File: config.mk
export PLATFORM = sky130hd
export DESIGN_NAME = pc_fetch_unit
export DESIGN_NICKNAME = d
export VERILOG_FILES = /design/src/rtl/pc_fetch_unit_pkg.sv /design/src/rtl/pc_fetch_unit_hold_buffer.sv /design/src/rtl/pc_fetch_unit.sv
export SDC_FILE = /design/constraint.sdc
export NUM_CORES = 1
export LEC_CHECK = 0
export ABC_AREA = 1
export CAP_MARGIN = 20
export CORE_ASPECT_RATIO = 0.9
export CORE_UTILIZATION = 30
export DETAILED_ROUTE_END_ITERATION = 6
export MAX_ROUTING_LAYER = met4
export SETUP_SLACK_MARGIN = 0.1
export SLEW_MARGIN = 20
export SYNTH_ARGS = -nofsm -noshare
export SYNTH_HDL_FRONTEND = slang
export SYNTH_SLANG_ARGS = --single-unit
File: constraint.sdc
create_clock -name CLK -period 22 [get_ports CLK]
set_input_delay 4.4 -clock CLK [delete_from_list [all_inputs] [get_ports CLK]]
set_output_delay 4.4 -clock CLK [all_outputs]
set_load 0.02 [all_outputs]
File: src/rtl/pc_fetch_unit_pkg.sv
// Shared types and constants for the instruction-fetch stage.
package pc_fetch_unit_pkg;

  localparam int          XLEN             = 32;
  localparam logic [31:0] DEF_RESET_VECTOR = 32'h0000_0000;
  localparam logic [31:0] DEF_NOP_INSTR    = 32'h0000_0013;

  typedef enum logic [1:0] {
    IDLE  = 2'd0,
    FETCH = 2'd1,
    HOLD  = 2'd2,
    DRAIN = 2'd3
  } fetch_state_e;

  typedef struct packed {
    logic [XLEN-1:0] pc;
    logic [XLEN-1:0] pc4;
    logic [XLEN-1:0] instr;
    logic            valid;
  } ifid_t;

  function automatic logic [XLEN-1:0] align_pc(input logic [XLEN-1:0] a);
    return a & ~(XLEN'(3));
  endfunction

endpackage

File: src/rtl/pc_fetch_unit_hold_buffer.sv
// One-entry PC/instruction buffer parking a returned fetch while IF/ID is stalled.
module fetch_hold_buffer
  import pc_fetch_unit_pkg::*;
(
  input  logic            gclk,
  input  logic            grst,
  input  logic            load,
  input  logic            clear,
  input  logic [XLEN-1:0] pc_in,
  input  logic [XLEN-1:0] instr_in,
  output logic            valid,
  output logic [XLEN-1:0] pc,
  output logic [XLEN-1:0] instr
);

  always_ff @(posedge gclk or posedge grst) begin
    if (grst) begin
      valid <= 1'b0;
      pc    <= '0;
      instr <= DEF_NOP_INSTR;
    end else if (clear) begin
      valid <= 1'b0;
    end else if (load) begin
      valid <= 1'b1;
      pc    <= pc_in;
      instr <= instr_in;
    end
  end

endmodule

File: src/rtl/pc_fetch_unit.sv
// IF stage: PC, instruction-memory handshake, IF/ID register, redirect/flush.
// Optional MISALIGN_TRAP_EN adds MISALIGN_FAULT / FAULT_PC for unaligned redirect targets.
module pc_fetch_unit
  import pc_fetch_unit_pkg::*;
#(
  parameter logic [31:0] RESET_VECTOR = DEF_RESET_VECTOR,
  parameter logic [31:0] NOP_INSTR    = DEF_NOP_INSTR
) (
  input  logic            CLK,
  input  logic            RESET,
  input  logic [XLEN-1:0] BRANCH_JUMP_PC,
  input  logic            BRANCH_JUMP_TAKEN,
  input  logic            STALL,
  input  logic [XLEN-1:0] IMEM_READDATA,
  input  logic            IMEM_BUSYWAIT,
  output logic            IMEM_READ,
  output logic [XLEN-1:0] IMEM_ADDR,
  output logic [XLEN-1:0] IFID_PC,
  output logic [XLEN-1:0] IFID_PC4,
  output logic [XLEN-1:0] IFID_INSTR,
  output logic            IFID_VALID,
  output logic            FETCH_STALL
`ifdef MISALIGN_TRAP_EN
  ,
  output logic            MISALIGN_FAULT,
  output logic [XLEN-1:0] FAULT_PC
`endif
);

  fetch_state_e    state_q, state_d;
  logic [XLEN-1:0] pc_q, pc_d;
  logic [XLEN-1:0] pend_q, pend_d;
  ifid_t           ifid_q, ifid_d;
  logic            hb_load, hb_clear, hb_valid;
  logic [XLEN-1:0] hb_pc, hb_instr;
  logic [XLEN-1:0] tgt;

  assign tgt = align_pc(BRANCH_JUMP_PC);

  fetch_hold_buffer u_hold (
    .gclk     (CLK),
    .grst     (RESET),
    .load     (hb_load),
    .clear    (hb_clear),
    .pc_in    (pc_q),
    .instr_in (IMEM_READDATA),
    .valid    (hb_valid),
    .pc       (hb_pc),
    .instr    (hb_instr)
  );

  always_comb begin
    state_d     = state_q;
    pc_d        = pc_q;
    pend_d      = pend_q;
    ifid_d      = ifid_q;
    hb_load     = 1'b0;
    hb_clear    = BRANCH_JUMP_TAKEN;
    IMEM_READ   = 1'b0;
    IMEM_ADDR   = pc_q;
    FETCH_STALL = 1'b0;

    // A redirect always flushes IF/ID; PC fields keep their last value under a bubble.
    if (BRANCH_JUMP_TAKEN) begin
      ifid_d.instr = NOP_INSTR;
      ifid_d.valid = 1'b0;
    end

    case (state_q)
      IDLE: begin
        FETCH_STALL = 1'b1;
        state_d     = FETCH;
        if (BRANCH_JUMP_TAKEN) pc_d = tgt;
      end

      FETCH: begin
        IMEM_READ   = 1'b1;
        FETCH_STALL = IMEM_BUSYWAIT;
        if (BRANCH_JUMP_TAKEN) begin
          if (IMEM_BUSYWAIT) begin
            pend_d  = tgt;
            state_d = DRAIN;
          end else begin
            pc_d = tgt;
          end
        end else if (IMEM_BUSYWAIT) begin
          if (!STALL) begin
            ifid_d.instr = NOP_INSTR;
            ifid_d.valid = 1'b0;
          end
        end else if (!STALL) begin
          ifid_d = '{pc: pc_q, pc4: pc_q + XLEN'(4), instr: IMEM_READDATA, valid: 1'b1};
          pc_d   = pc_q + XLEN'(4);
        end else begin
          hb_load = 1'b1;
          state_d = HOLD;
        end
      end

      HOLD: begin
        if (BRANCH_JUMP_TAKEN) begin
          pc_d    = tgt;
          state_d = FETCH;
        end else if (!STALL) begin
          ifid_d   = '{pc: hb_pc, pc4: hb_pc + XLEN'(4), instr: hb_instr, valid: hb_valid};
          hb_clear = 1'b1;
          pc_d     = pc_q + XLEN'(4);
          state_d  = FETCH;
        end
      end

      DRAIN: begin
        // The abandoned request stays on the bus until memory answers; its data is dropped.
        IMEM_READ   = 1'b1;
        FETCH_STALL = 1'b1;
        if (BRANCH_JUMP_TAKEN) pend_d = tgt;
        if (!IMEM_BUSYWAIT) begin
          pc_d    = BRANCH_JUMP_TAKEN ? tgt : pend_q;
          state_d = FETCH;
        end
      end

      default: state_d = IDLE;
    endcase
  end

  always_ff @(posedge CLK or posedge RESET) begin
    if (RESET) begin
      state_q <= IDLE;
      pc_q    <= RESET_VECTOR;
      pend_q  <= '0;
      ifid_q  <= '{pc: '0, pc4: '0, instr: NOP_INSTR, valid: 1'b0};
    end else begin
      state_q <= state_d;
      pc_q    <= pc_d;
      pend_q  <= pend_d;
      ifid_q  <= ifid_d;
    end
  end

  assign IFID_PC    = ifid_q.pc;
  assign IFID_PC4   = ifid_q.pc4;
  assign IFID_INSTR = ifid_q.instr;
  assign IFID_VALID = ifid_q.valid;

`ifdef MISALIGN_TRAP_EN
  always_ff @(posedge CLK or posedge RESET) begin
    if (RESET) begin
      MISALIGN_FAULT <= 1'b0;
      FAULT_PC       <= '0;
    end else begin
      MISALIGN_FAULT <= BRANCH_JUMP_TAKEN & (|BRANCH_JUMP_PC[1:0]);
      if (BRANCH_JUMP_TAKEN & (|BRANCH_JUMP_PC[1:0])) FAULT_PC <= BRANCH_JUMP_PC;
    end
  end
`endif

endmodule
==> results of run 1 <==
[worst register-to-register path, stage by stage, from the launching register on]
cell	delay [ns]
dfrtp_1	0.40
inv_1	0.11
ha_1	0.28
nand2_1	0.12
nor2_2	0.54
inv_2	0.59
a21oi_4	0.34
clkinv_2	0.66
a22o_1	0.55
[kinds of logic (layout without fill, tap and decap cells)]
kind of cell / Yosys count / after routing
mux: 4 / 4
compound gates: 372 / 372
simple gates: 794 / 794
xor+xnor: 14 / 14
fa+ha+maj: 7 / 7
flops: 226 / 226
buf+inv: 266 / 434
[state kept, by name, summed over array words and instances, names as in the netlist]
signal and cells:
state_q 2, pend_q 32, IFID_PC 32, IFID_VALID 1, IFID_PC4 30, u_hold.pc 32, u_hold.valid 1, IMEM_ADDR 32
u_hold.instr 32, IFID_INSTR 32
[metrics by stage]
| stage | cells | power [W] | worst slack (ns) |
|---|---|---|---|
| floorplan | 1683 | 0.001279 | 11.42 |
| global placement | 2343 | 0.001635 | 11.70 |
| detailed placement | 2343 | 0.001655 | 11.69 |
| CTS | 2391 | 0.002157 | 11.68 |
| global route | 2391 | 0.002298 | 11.65 |
| finish | 2391 | 0.002150 | 11.70 |
[layout by cell type (no fill, tap or decap), drive strengths merged, types with 6 or more instances in the layout]
cell	Yosys	final
clkdlybuf4s50	0	197
buf	39	12
clkbuf	50	37
a21oi	53	53
o21ai	208	208
dfrtp	220	220
or2	14	14
o22ai	38	38
nor3	30	30
o211ai	12	12
nand2	485	485
inv	176	175
nor2	166	166
clkinv	1	8
xor2	13	13
a22o	40	40
ha	7	7
nand3	92	92
dfstp	6	6
[power by group]
part / total [W] / switching, W / leakage, nW / internal (W)
clock: 0.000495 / 0.000189 / 0.482 / 0.000306
sequential: 0.000709 / 0.000140 / 2.93 / 0.000569
combinational: 0.000946 / 0.000616 / 3.63 / 0.000330
[worst max path at each step]
stage                   from                       end  slack, ns  cells after the start
5_1_grt        IMEM_BUSYWAIT               FETCH_STALL      11.65                      4
3_5_place_dp   IMEM_BUSYWAIT               FETCH_STALL      11.69                      4
2_1_floorplan          RESET  IFID_INSTR[10]$_DFF_PP0_      11.42                      1
3_3_place_gp   IMEM_BUSYWAIT               FETCH_STALL      11.70                      4
4_1_cts        IMEM_BUSYWAIT               FETCH_STALL      11.68                      4
6_report       IMEM_BUSYWAIT               FETCH_STALL      11.70                      4
[final cells by class]
class	instances	area, sq um	area share [%]
Clock buffer	37	783.3	4.978
Clock inverter	11	187.7	1.193
Inverter	177	674.4	4.286
Multi-Input combinational cell	1191	5684	36.13
Sequential cell	226	5663	35.99
Tap cell	540	675.6	4.294
Timing Repair Buffer	209	2066	13.13
[metal layers]
layer / routed length, um / vias to the layer above / global-route usage (%)
met5: 0 / - / -
met4: 1391 / 0 / 6.416
met3: 2370 / 70 / 2.598
met2: 18810 / 376 / 30.20
met1: 21320 / 5840 / 31.16
li1: - / 5789 / -
==> results.sh, run 1 <==
export IMPL_max_cap_viol_count=0
export IMPL_antenna_found_initial=0
export IMPL_status="completed"
export IMPL_rsz0062_at_grt="false"
export IMPL_dp_hpwl_um=30890
export IMPL_grt_pass1_vias=11340
export IMPL_worst_setup_path_type="in2out"
export IMPL_syn_nets=1759
export IMPL_synth_top_family_by_area="simple AND/OR/NAND/NOR gates"
export IMPL_p_leak_nw=7.045
export IMPL_drt_iter0_drc=1179
export IMPL_worst_ep_required_time_ns=17.60
export IMPL_route_vias_total=12080
export IMPL_synthAdderAreaFrac_pct=0.7057
export IMPL_max_stage_delay_ns=0.65
export IMPL_wirelength_um=43890
export IMPL_dieHeight_um=195.0
export IMPL_place_area_sq_mm=0.01475
export IMPL_tightest_slew_ns=1.105
export IMPL_synthSimpleGateAreaFrac_pct=26.22
export IMPL_yosys_cell_types_count=41
export IMPL_hold_ws_ns=0.4789
export IMPL_setup_viol=0
export IMPL_fin_util_pct=38.63
export IMPL_layout_drive_gt1_share_pct=5.727
export IMPL_cts_tree="built"
export IMPL_crit_family="buffers and inverters"
export IMPL_end_kind="output port"
export IMPL_ys_ff_latch=226
export IMPL_cp_max_fo=4
export IMPL_drtAntennaViolNets=0
export IMPL_cp_start_kind="primary input"
export IMPL_die_area_sq_mm=0.04219
export IMPL_final_area_sq_mm=0.01573
export IMPL_max_vdd_ir_drop_mv=0.06133
export IMPL_post_cts_repair_setup_buffers=0
export IMPL_insertion_delay_ns=0.56
export IMPL_root_buffer="clkbuf_16"
export IMPL_clockBufferDepth=3
export IMPL_async_reset_ff_share_pct=100.0
export IMPL_core_sq_mm=0.04073
export IMPL_fin_crit_sh_pct=46.80
export IMPL_cts_sinks=226
export IMPL_maxSlewViolCount=0
export IMPL_nFillCells=4236
export IMPL_syn_area_per_cell_sq_um=7.374
export IMPL_hold_path_cell_count=2
export IMPL_clk_pin_slew_ns=0.06
export IMPL_synthTopCellsByCount="484 x nand2_1, 220 x dfrtp_1, 202 x o21ai_0, 168 x inv_1, 157 x nor2_1"
export IMPL_fin_setup_tns_ns=0
export IMPL_io_pins=200
export IMPL_grt_max_degree=127
export IMPL_r2r_end="IFID_PC[18]$_DFFE_PP0P_"
export IMPL_drc=0
export IMPL_cts_buffers=27
export IMPL_worst_path_buf_inv=2
export IMPL_start_util_pct=30.47
export IMPL_fin_crit_ns=10.30
export IMPL_yosysWarnings=0
export IMPL_ff2ff_path_depth=8
export IMPL_synth_compound_area_share_pct=17.35
export IMPL_row_count=70
export IMPL_area_growth_pct=26.78
export IMPL_crit_top_cell="clkdlybuf4s50_1"
export IMPL_grt_ovfl_total=0
export IMPL_hold_end="IFID_PC4[27]$_DFFE_PP0P_"
export IMPL_hold_path_class="reg2reg"
export IMPL_ys_flop_type="dfrtp_1"
export IMPL_yosysSeqAreaShare_pct=45.63
export IMPL_wl_per_cell_um=18.36
export IMPL_slew_headroom_pct=26.31
export IMPL_layout_nets=1908
export IMPL_pwr_density_cell_mw_per_mm2=136.7
export IMPL_slowest_stage="clkdlybuf4s50_1"
export IMPL_gp_congestion=0.9363
export IMPL_syn_inst=1683
export IMPL_cts_resized=0
export IMPL_htree_levels=1
export IMPL_synthTopCellsByArea="dfrtp_1 44%, nand2_1 15%, o21ai_0 8.1%"
export IMPL_synthXorXnorAreaFrac_pct=0.9880
export IMPL_grt_pass1_wl_um=67790
export IMPL_vias_per_cell=5.050
export IMPL_yosysMostFrequentCell="nand2_1"
export IMPL_yosys_area_top_type_share_pct=44.36
export IMPL_r2r_slack_ns=18.31
export IMPL_fin_worst_skew_ns=0.02231
export IMPL_synth_area_sq_mm=0.01241
export IMPL_r2r_start="state_q[1]$_DFFE_PP0P_"
export IMPL_synth_edf_count=0
export IMPL_synthMuxAreaShare_pct=0.3629
export IMPL_cp_cell_sequence="clkdlybuf4s50_1, nand2_1, a21oi_1, clkdlybuf4s50_1"
export IMPL_worstHoldStart="IFID_PC4[27]$_DFFE_PP0P_"
export IMPL_cts_hold_buf=0
export IMPL_dr_pass1_iters=5
export IMPL_synth_top_area_cell="dfrtp_1"
export IMPL_hold_viol=0
export IMPL_diodes=0
export IMPL_die_w_um=216.4
export IMPL_fmax_mhz=97.13
export IMPL_numPortBuffers=197
export IMPL_track_usage_pct=21.24
export IMPL_arrival_ns=5.90
Power figures use the tool's default switching activity.
==> inputs of run 2 (changes only) <==
==> constraint.sdc (replaced) <==
create_clock -name CLK -period 9.2 [get_ports CLK]
set_input_delay 1.84 -clock CLK [delete_from_list [all_inputs] [get_ports CLK]]
set_output_delay 1.84 -clock CLK [all_outputs]
set_load 0.02 [all_outputs]
==> run 2 against run 1 <==
- sequential share of layout area down 0.10 points
- sequential power up 140%
- worst setup slack got worse by 7.9 ns
- register-to-register slack got worse by 13 ns
- critical path type is now in2reg
- largest power group unchanged
==> results.sh, run 2 (synthesis gave the netlist of run 1 again) <==
export IMPL_layout_drive_gt1_share_pct=5.984
export IMPL_cts_resized=0
export IMPL_nFillCells=4192
export IMPL_tightest_slew_ns=1.087
export IMPL_diodes=0
export IMPL_stdcell_count=2395
export IMPL_status="completed"
export IMPL_layout_commonest_cell="nand2_1"
export IMPL_dr_pass1_iters=6
export IMPL_area_growth_pct=27.13
export IMPL_grt_pass1_vias=11320
export IMPL_rsz0062_at_grt="false"
export IMPL_root_buffer="clkbuf_16"
export IMPL_crit_family="buffers and inverters"
export IMPL_slew_headroom_pct=27.55
export IMPL_cts_sinks=226
export IMPL_max_stage_delay_ns=0.54
export IMPL_hold_path_class="reg2reg"
export IMPL_clk_pin_slew_ns=0.06
export IMPL_track_usage_pct=21.07
export IMPL_grt_ovfl_total=0
export IMPL_fin_util_pct=38.74
export IMPL_vias_per_cell=5.009
export IMPL_core_sq_mm=0.04073
export IMPL_cts_buffers=28
export IMPL_worst_setup_path_type="in2reg"
export IMPL_hold_viol=0
export IMPL_layout_setup_ws_ns=3.789
export IMPL_pre_cts_ws_ns=3.191
export IMPL_route_vias_total=12000
export IMPL_drt_iter0_drc=1264
export IMPL_io_pins=200
export IMPL_start_util_pct=30.47
export IMPL_worst_ep_required_time_ns=9.69
export IMPL_fin_crit_ns=5.411
export IMPL_drc=0
export IMPL_post_cts_repair_setup_buffers=0
export IMPL_grt_pass1_wl_um=67700
export IMPL_dp_hpwl_um=30730
export IMPL_slowest_stage="buf_4"
export IMPL_maxSlewViolCount=0
export IMPL_max_vdd_ir_drop_mv=0.1564
export IMPL_cp_max_fo=56
export IMPL_worst_path_buf_inv=7
export IMPL_antenna_found_initial=0
export IMPL_grt_max_degree=107
export IMPL_row_count=70
export IMPL_die_w_um=216.4
export IMPL_cts_tree="built"
export IMPL_fin_setup_tns_ns=0
export IMPL_cts_hold_buf=0
export IMPL_drtAntennaViolNets=0
export IMPL_power_total_w=0.005146
export IMPL_dieHeight_um=195.0
export IMPL_gp_congestion=0.9658
export IMPL_setup_viol=0
export IMPL_arrival_ns=5.90
export IMPL_clockBufferDepth=3
export IMPL_p_leak_nw=7.066
export IMPL_end_kind="flip-flop"
export IMPL_fin_crit_sh_pct=58.81
export IMPL_pwr_density_cell_mw_per_mm2=326.2
export IMPL_wirelength_um=43490
export IMPL_insertion_delay_ns=0.56
export IMPL_cp_start_kind="primary input"
export IMPL_wl_per_cell_um=18.16
export IMPL_layout_nets=1910
export IMPL_placed_cells=2343
export IMPL_max_cap_viol_count=0
export IMPL_numPortBuffers=197
export IMPL_fmax_mhz=184.8
export IMPL_htree_levels=1
export IMPL_fin_worst_skew_ns=0.01681
export IMPL_cp_cell_sequence="clkdlybuf4s50_1, buf_4, inv_2, buf_4, nand2_1, nor2_2, inv_2, a21oi_4, nand2_1, inv_2, buf_4, o21ai_0, nand2_1"
export IMPL_layout_common_cells="483 x nand2_1, 220 x dfrtp_1, 201 x o21ai_0, 197 x clkdlybuf4s50_1, 167 x inv_1"
export IMPL_die_area_sq_mm=0.04219
==> run 2: cell count changes in the layout (fill, tap and decap cells not counted), sizes merged <==
cell,before,now
clkinvlp,0,3
buf,12,13
inv,175,177
bufinv,5,3
==> run 2: area by class of cell <==
cell class | instances | area (sq um) | share of cell area (%)
inverters | 177 | 671.9 | 4.259
clock buffers | 37 | 825.8 | 5.234
flip-flops and latches | 226 | 5663 | 35.89
well taps | 540 | 675.6 | 4.282
clock inverters | 14 | 162.7 | 1.031
repair buffers | 210 | 2097 | 13.29
multi-input cells | 1191 | 5682 | 36.01
==> run 2: final timing paths <==
| check | from | to | slack [ns] | cells after the start |
|---|---|---|---|---|
| worst min-delay path | pend_q[12]$_DFFE_PP0P_ | pend_q[12]$_DFFE_PP0P_ | 0.48 | 2 |
| worst max-delay path | BRANCH_JUMP_TAKEN | IFID_PC4[30]$_DFFE_PP0P_ | 3.79 | 13 |
| worst max register to register | state_q[0]$_DFFE_PP0P_ | IFID_PC4[30]$_DFFE_PP0P_ | 5.40 | 11 |
| max in group asynchronous | RESET | IMEM_ADDR[20]$_DFFE_PP0P_ | 6.01 | 3 |
| worst min register to register | pend_q[12]$_DFFE_PP0P_ | pend_q[12]$_DFFE_PP0P_ | 0.48 | 2 |
| min in group asynchronous | RESET | IFID_INSTR[22]$_DFF_PP0_ | 1.83 | 2 |
==> run 2: power breakdown <==
| part | switching (W) | internal, W | total, W |
|---|---|---|---|
| Sequential | 0.000335 | 0.00136 | 0.00170 |
| Clock | 0.000458 | 0.000714 | 0.00117 |
| Combinational | 0.00148 | 0.000792 | 0.00228 |
==> run 2: metrics by stage <==
step	cell area, sq um	hold slack (ns)
floorplan	12410	0.4478
global placement	14740	0.4616
detailed placement	14770	0.4701
CTS	15760	0.4849
global route	15780	0.5030
finish	15780	0.4824
==> run 2: layer usage <==
metal,up-vias,wire length [um],track usage (%)
met5,-,0,-
met4,0,943,4.486
met3,55,2622,2.879
met2,399,19070,30.98
met1,5749,20850,30.58
li1,5794,-,-
==> run 2: worst min-delay path, cell delays in order, from the launching register on <==
cell	delay, ns
dfrtp_1	0.34
nand2_1	0.05
o21ai_0	0.06
